==> config.mk <==
export PLATFORM = sky130hd
export DESIGN_NAME = calc_result_sel
export DESIGN_NICKNAME = d
export VERILOG_FILES = /design/src/rtl/calc_result_sel.sv
export SDC_FILE = /design/constraint.sdc
export NUM_CORES = 1
export LEC_CHECK = 0
export ABC_CLOCK_PERIOD_IN_PS = 1900
export BUFFER_PORTS_ARGS = -buffer_cell sky130_fd_sc_hd__buf_2
export CORE_MARGIN = 2
export CORE_UTILIZATION = 40
export DETAILED_ROUTE_END_ITERATION = 6
export HOLD_SLACK_MARGIN = 0.06
export PLACE_DENSITY = 0.77
export SKIP_LAST_GASP = 1
export SLEW_MARGIN = 20
export SYNTH_ARGS = -nofsm -noshare
export SYNTH_HDL_FRONTEND = slang
export SYNTH_SLANG_ARGS = --single-unit
==> constraint.sdc <==
create_clock -name clk -period 1.9 [get_ports clk]
set_input_delay 0.285 -clock clk [delete_from_list [all_inputs] [get_ports clk]]
set_output_delay 0.285 -clock clk [all_outputs]
set_load 0.01 [all_outputs]
==> src/rtl/calc_result_sel.sv <==
// Registered result selector: picks one operation channel, waits for its done,
// width-adapts the result and holds it under a valid/ready handshake.
module calc_result_sel #(
    parameter int NUM_OPS = 7,
    parameter int IN_W    = 10,
    parameter int OUT_W   = 12,
    parameter int SEL_W   = 3,
    parameter int TIMEOUT = 16
) (
    input  logic                     clk,
    input  logic                     rst_n,
    input  logic [NUM_OPS*IN_W-1:0]  op_data,
    input  logic [NUM_OPS-1:0]       op_done,
    input  logic [SEL_W-1:0]         sel,
    input  logic                     start,
    output logic [OUT_W-1:0]         out,
    output logic                     out_valid,
    input  logic                     out_ready,
    output logic                     busy,
    output logic                     err_sel,
    output logic                     err_timeout,
    output logic                     trunc
);

    localparam int TMR_W = (TIMEOUT > 2) ? $clog2(TIMEOUT) : 1;
    localparam int EXT_W = (IN_W > OUT_W) ? IN_W : OUT_W;
    localparam logic [SEL_W:0] NUM_OPS_L = (SEL_W + 1)'(NUM_OPS);
    localparam logic [TMR_W-1:0] TMR_LAST = TMR_W'(TIMEOUT - 1);

    typedef enum logic [1:0] {
        S_IDLE = 2'd0,
        S_WAIT = 2'd1,
        S_HOLD = 2'd2
    } state_t;

    // Returns {lossy, adapted}: zero-extend or keep the low OUT_W bits.
    function automatic logic [OUT_W:0] adapt_width(input logic [IN_W-1:0] din);
        logic [EXT_W-1:0] ext;
        ext = EXT_W'(din);
        adapt_width = {|(ext >> OUT_W), ext[OUT_W-1:0]};
    endfunction

    state_t             state_q, state_d;
    logic [SEL_W-1:0]   sel_q, sel_d;
    logic [TMR_W-1:0]   timer_q, timer_d;
    logic [OUT_W-1:0]   out_q, out_d;
    logic               out_valid_q, out_valid_d;
    logic               busy_q, busy_d;
    logic               err_sel_q, err_sel_d;
    logic               err_timeout_q, err_timeout_d;
    logic               trunc_q, trunc_d;

    logic [IN_W-1:0]    chan_data_s;
    logic               chan_done_s;
    logic               sel_ok_s;
    logic [OUT_W:0]     adapted_s;

    // Channel mux driven by the captured select.
    always_comb begin
        chan_data_s = '0;
        chan_done_s = 1'b0;
        for (int k = 0; k < NUM_OPS; k++) begin
            if (sel_q == SEL_W'(k)) begin
                chan_data_s = op_data[k*IN_W +: IN_W];
                chan_done_s = op_done[k];
            end else begin
                chan_data_s = chan_data_s;
                chan_done_s = chan_done_s;
            end
        end
        sel_ok_s  = ({1'b0, sel} < NUM_OPS_L);
        adapted_s = adapt_width(chan_data_s);
    end

    // Next-state and next-output logic.
    always_comb begin
        state_d       = state_q;
        sel_d         = sel_q;
        timer_d       = timer_q;
        out_d         = out_q;
        out_valid_d   = out_valid_q;
        err_sel_d     = err_sel_q;
        err_timeout_d = err_timeout_q;
        trunc_d       = trunc_q;
        case (state_q)
            S_IDLE: begin
                if (start && sel_ok_s) begin
                    sel_d   = sel;
                    timer_d = '0;
                    state_d = S_WAIT;
                end else if (start) begin
                    out_d       = '0;
                    err_sel_d   = 1'b1;
                    out_valid_d = 1'b1;
                    state_d     = S_HOLD;
                end else begin
                    state_d = S_IDLE;
                end
            end
            S_WAIT: begin
                if (chan_done_s) begin
                    out_d       = adapted_s[OUT_W-1:0];
                    trunc_d     = adapted_s[OUT_W];
                    out_valid_d = 1'b1;
                    state_d     = S_HOLD;
                end else if (timer_q == TMR_LAST) begin
                    out_d         = '0;
                    trunc_d       = 1'b0;
                    err_timeout_d = 1'b1;
                    out_valid_d   = 1'b1;
                    state_d       = S_HOLD;
                end else begin
                    timer_d = timer_q + 1'b1;
                end
            end
            S_HOLD: begin
                if (out_ready) begin
                    out_valid_d   = 1'b0;
                    err_sel_d     = 1'b0;
                    err_timeout_d = 1'b0;
                    trunc_d       = 1'b0;
                    state_d       = S_IDLE;
                end else begin
                    state_d = S_HOLD;
                end
            end
            default: begin
                out_valid_d   = 1'b0;
                err_sel_d     = 1'b0;
                err_timeout_d = 1'b0;
                trunc_d       = 1'b0;
                state_d       = S_IDLE;
            end
        endcase
        busy_d = (state_d != S_IDLE);
    end

    // State and output registers.
    always_ff @(posedge clk or negedge rst_n) begin
        if (!rst_n) begin
            state_q       <= S_IDLE;
            sel_q         <= '0;
            timer_q       <= '0;
            out_q         <= '0;
            out_valid_q   <= 1'b0;
            busy_q        <= 1'b0;
            err_sel_q     <= 1'b0;
            err_timeout_q <= 1'b0;
            trunc_q       <= 1'b0;
        end else begin
            state_q       <= state_d;
            sel_q         <= sel_d;
            timer_q       <= timer_d;
            out_q         <= out_d;
            out_valid_q   <= out_valid_d;
            busy_q        <= busy_d;
            err_sel_q     <= err_sel_d;
            err_timeout_q <= err_timeout_d;
            trunc_q       <= trunc_d;
        end
    end

    assign out         = out_q;
    assign out_valid   = out_valid_q;
    assign busy        = busy_q;
    assign err_sel     = err_sel_q;
    assign err_timeout = err_timeout_q;
    assign trunc       = trunc_q;

endmodule

==> flow_summary_export.csv <==
group,metric,value,unit
routing,route.detailed.wl_per_inst,14.0,um
clock_tree,clock_transition_at_the_register_clock_pins_on_the_worst_setup_and_hold_paths_after_cts,0.08,ns
routing,remaining_drc_errors,0,
critical_path,worst_setup_end_kind,"register",
placed_design,globalplace.congestion,0.847,
routing,postRouteAntennaNets,0,
grt,grt_antenna_before_repair,0,
pwr,cellPowerDensity,1310,mW/mm2
logic_synthesis,synth.distinct_cells,40,
clock_tree,clock-root-buffer,"clkbuf_8",
critical_path,critical_path.startpoint_type,"register",
timing,setup_violations,0,
grt,grt_overflow,0,
critical_path,critical_path_required,2.05,ns
grt,number_of_global_route_vias_before_repair,1804,
floorplanning,starting_density_of_the_core,41.4,%
critical_path,worst-path-max-fanout,6,
floorplanning,num_rows,24,
critical_path,critPathArrivalTime,2.03,ns
routing,drt_iter0_drc,82,
routing,router_iterations_before_antenna_repair,4,
floorplanning,die_width,70.9,um
pwr,p_leak,1.31,nW
placed_design,detailed_place_hpwl,3.93,mm
timing,timing_hold_violations_final,0,
cells_and_area,n_antenna_cell,0,
logic_synthesis,combined_area_of_all_synthesized_cells,0.00179,mm2
logic_synthesis,post_synth.cell_area_avg,9.04,um2
clock_tree,cts_buffers,3,
timing,tightest_slew_margin_relative_to_the_limit,66.0,%
hold_path,min-delay-path-class,"input pin to register",
timing,max_freq,534,MHz
cells_and_area,mostFrequentLayoutCells,"buf_2, dfrtp_1, o21ai_0, mux2i_1, buf_4",
cells_and_area,layout-drive-gt1-share,45.5,%
cells_and_area,final_net_count,385,
floorplanning,die-area,0.00503,mm2
floorplanning,die_y,70.9,um
logic_synthesis,syn-instance-count,198,
timing,setup_ws,0.0258,ns
logic_synthesis,yosysWarnings,0,
cells_and_area,stdcell_count,351,
cells_and_area,layout_commonest_cell,"buf_2",
logic_synthesis,synth_seq_cells,23,
timing,timing.final.max_slew_violations,0,
timing,fin_worst_skew,0.00240,ns
job,maxCapViolCount,0,
grt,grt_first_pass_wirelength,8.02,mm
timing,whs,0.308,ns
timing,grt_setup_unrepaired,"yes",
timing,layout_worst_path_cycle_share,98.6,%
clock_tree,cts_setup_buffers,0,
clock_tree,insertion_delay,0.26,ns
cells_and_area,area_growth_from_synthesis_to_final_layout,37.5,%
critical_path,timing.setup.critical_path_class,"register to register",
pwr,vdd_ir_drop_max,0.000577,V
timing,max_slew.worst_pin.slew,0.503,ns
clock_tree,cts_max_level,1,
floorplanning,core_area,0.00432,mm2
routing,viasPerCell,5.41,
logic_synthesis,ys_seq_area_share,32.1,%
floorplanning,ios,101,
clock_tree,cts_tree,"yes",
placed_design,post-place-ws,-0.0455,ns
status,run_status,"finished, final reports clean",
grt,gr-usage-all-layers,19.9,%
routing,dr_total_vias,1899,
timing,fin_crit,1.87,ns
placed_design,portBuffers,97,
placed_design,place_inst,346,
clock_tree,max-clock-path-buffers,2,
grt,grt_max_degree,24,
routing,finalWirelength,4.91,mm
clock_tree,clock_sinks,23,
## synth_stat cells (all sizes together)
cell type / instances / area, um2
a211oi: 5 / 37.5
a21boi: 5 / 37.5
a21o: 5 / 37.5
a21oi: 3 / 15.0
a2bb2oi: 2 / 17.5
a31o: 1 / 8.76
a32o: 10 / 100
a41oi: 1 / 8.76
and3b: 10 / 87.6
buf: 7 / 43.8
clkbuf: 10 / 37.5
conb: 1 / 3.75
dfrtp: 23 / 576
ha: 1 / 12.5
inv: 5 / 18.8
mux2: 3 / 33.8
mux2i: 16 / 160
mux4: 2 / 45.0
nand2: 5 / 18.8
nand2b: 6 / 37.5
nand3: 9 / 45.0
nand3b: 1 / 7.51
nand4: 1 / 6.26
nor2: 11 / 48.8
nor2b: 9 / 56.3
nor3b: 1 / 7.51
o21ai: 18 / 90.1
o221ai: 1 / 8.76
o22a: 1 / 8.76
o22ai: 5 / 31.3
o2bb2ai: 1 / 8.76
o311ai: 5 / 43.8
or2: 11 / 68.8
or3: 2 / 12.5
or3b: 1 / 8.76
## through the flow
step,power [mW],TNS (ns),util [%],cell area (um2)
6_report,3.22,0,56.9,2460
3_5_place_dp,2.87,-0.0455,54.9,2370
2_1_floorplan,2.17,0,-,1800
5_1_grt,3.53,-0.0384,56.9,2460
3_3_place_gp,2.82,0,54.9,2370
4_1_cts,3.19,0,56.2,2430
## registers in the layout, indices dropped and copies added, names as in the netlist
register,flops
busy,1
err_sel,1
err_timeout,1
out,10
out_valid,1
sel_q,3
state_q,2
timer_q,4
## worst max-delay path: stages, from the launching register on
cell and delay, ns:
dfrtp_2 0.46, mux2_4 0.31, mux4_2 0.52, or3_4 0.35, mux2i_1 0.12
## final cells by class
| type | count | area (um2) |
|---|---|---|
| Fill cell | 418 | 1860 |
| Multi-Input combinational cell | 155 | 1150 |
| Timing Repair Buffer | 112 | 608 |
| Sequential cell | 23 | 577 |
| Tap cell | 52 | 65.1 |
| Clock buffer | 3 | 41.3 |
| Inverter | 5 | 18.8 |
| Clock inverter | 1 | 5.00 |
## path summary, 6_finish.rpt
| path | startpoint | end | slack (ns) | depth (start not counted) |
|---|---|---|---|---|
| worst max-delay path | sel_q[1]$_DFFE_PN0P_ | timer_q[3]$_DFFE_PN0P_ | 0.03 | 4 |
| worst min-delay path | out_ready | out_valid$_DFFE_PN0P_ | 0.31 | 3 |
| worst max register to register | sel_q[1]$_DFFE_PN0P_ | timer_q[3]$_DFFE_PN0P_ | 0.03 | 4 |
| worst min register to register | out[3]$_DFFE_PN0P_ | out[3]$_DFFE_PN0P_ | 0.49 | 1 |
| max in group asynchronous | rst_n | sel_q[1]$_DFFE_PN0P_ | 1.01 | 2 |
| min in group asynchronous | rst_n | out_valid$_DFFE_PN0P_ | 0.52 | 2 |
## metal layers
metal | track usage [%] | vias to the layer above | wire, um
met5 | 0 | - | 0
met4 | 3.98 | 0 | 57
met3 | 4.13 | 4 | 349
met2 | 35.5 | 78 | 2510
met1 | 25.0 | 876 | 2000
li1 | - | 941 | -
## report_power, final
group	internal [mW]	switching (mW)
combinational	1.04	1.09
sequential	0.659	0.135
clock	0.146	0.152
## kinds of logic (layout without fill, tap and decap cells)
logic type      after synthesis  in the layout  share of synthesized area [%]
simple gates                 67             67                           22.6
compound gates               63             63                           25.4
flops                        23             23                           32.1
buf+inv                      22            121                           5.59
mux                          21             21                           13.3
fa+ha+maj                     1              1                          0.699
other cells                   1              3                          0.209
## what timing repair did
action / CTS / global route
gates cloned: 0 / 0
setup endpoints to repair: 2 / 13
resized for setup: 1 / 10
hold buffers: 1 / 0
pin swaps: 1 / 0
endpoints found under the hold margin: 23 / 0
(Power assumes the default switching activity.)
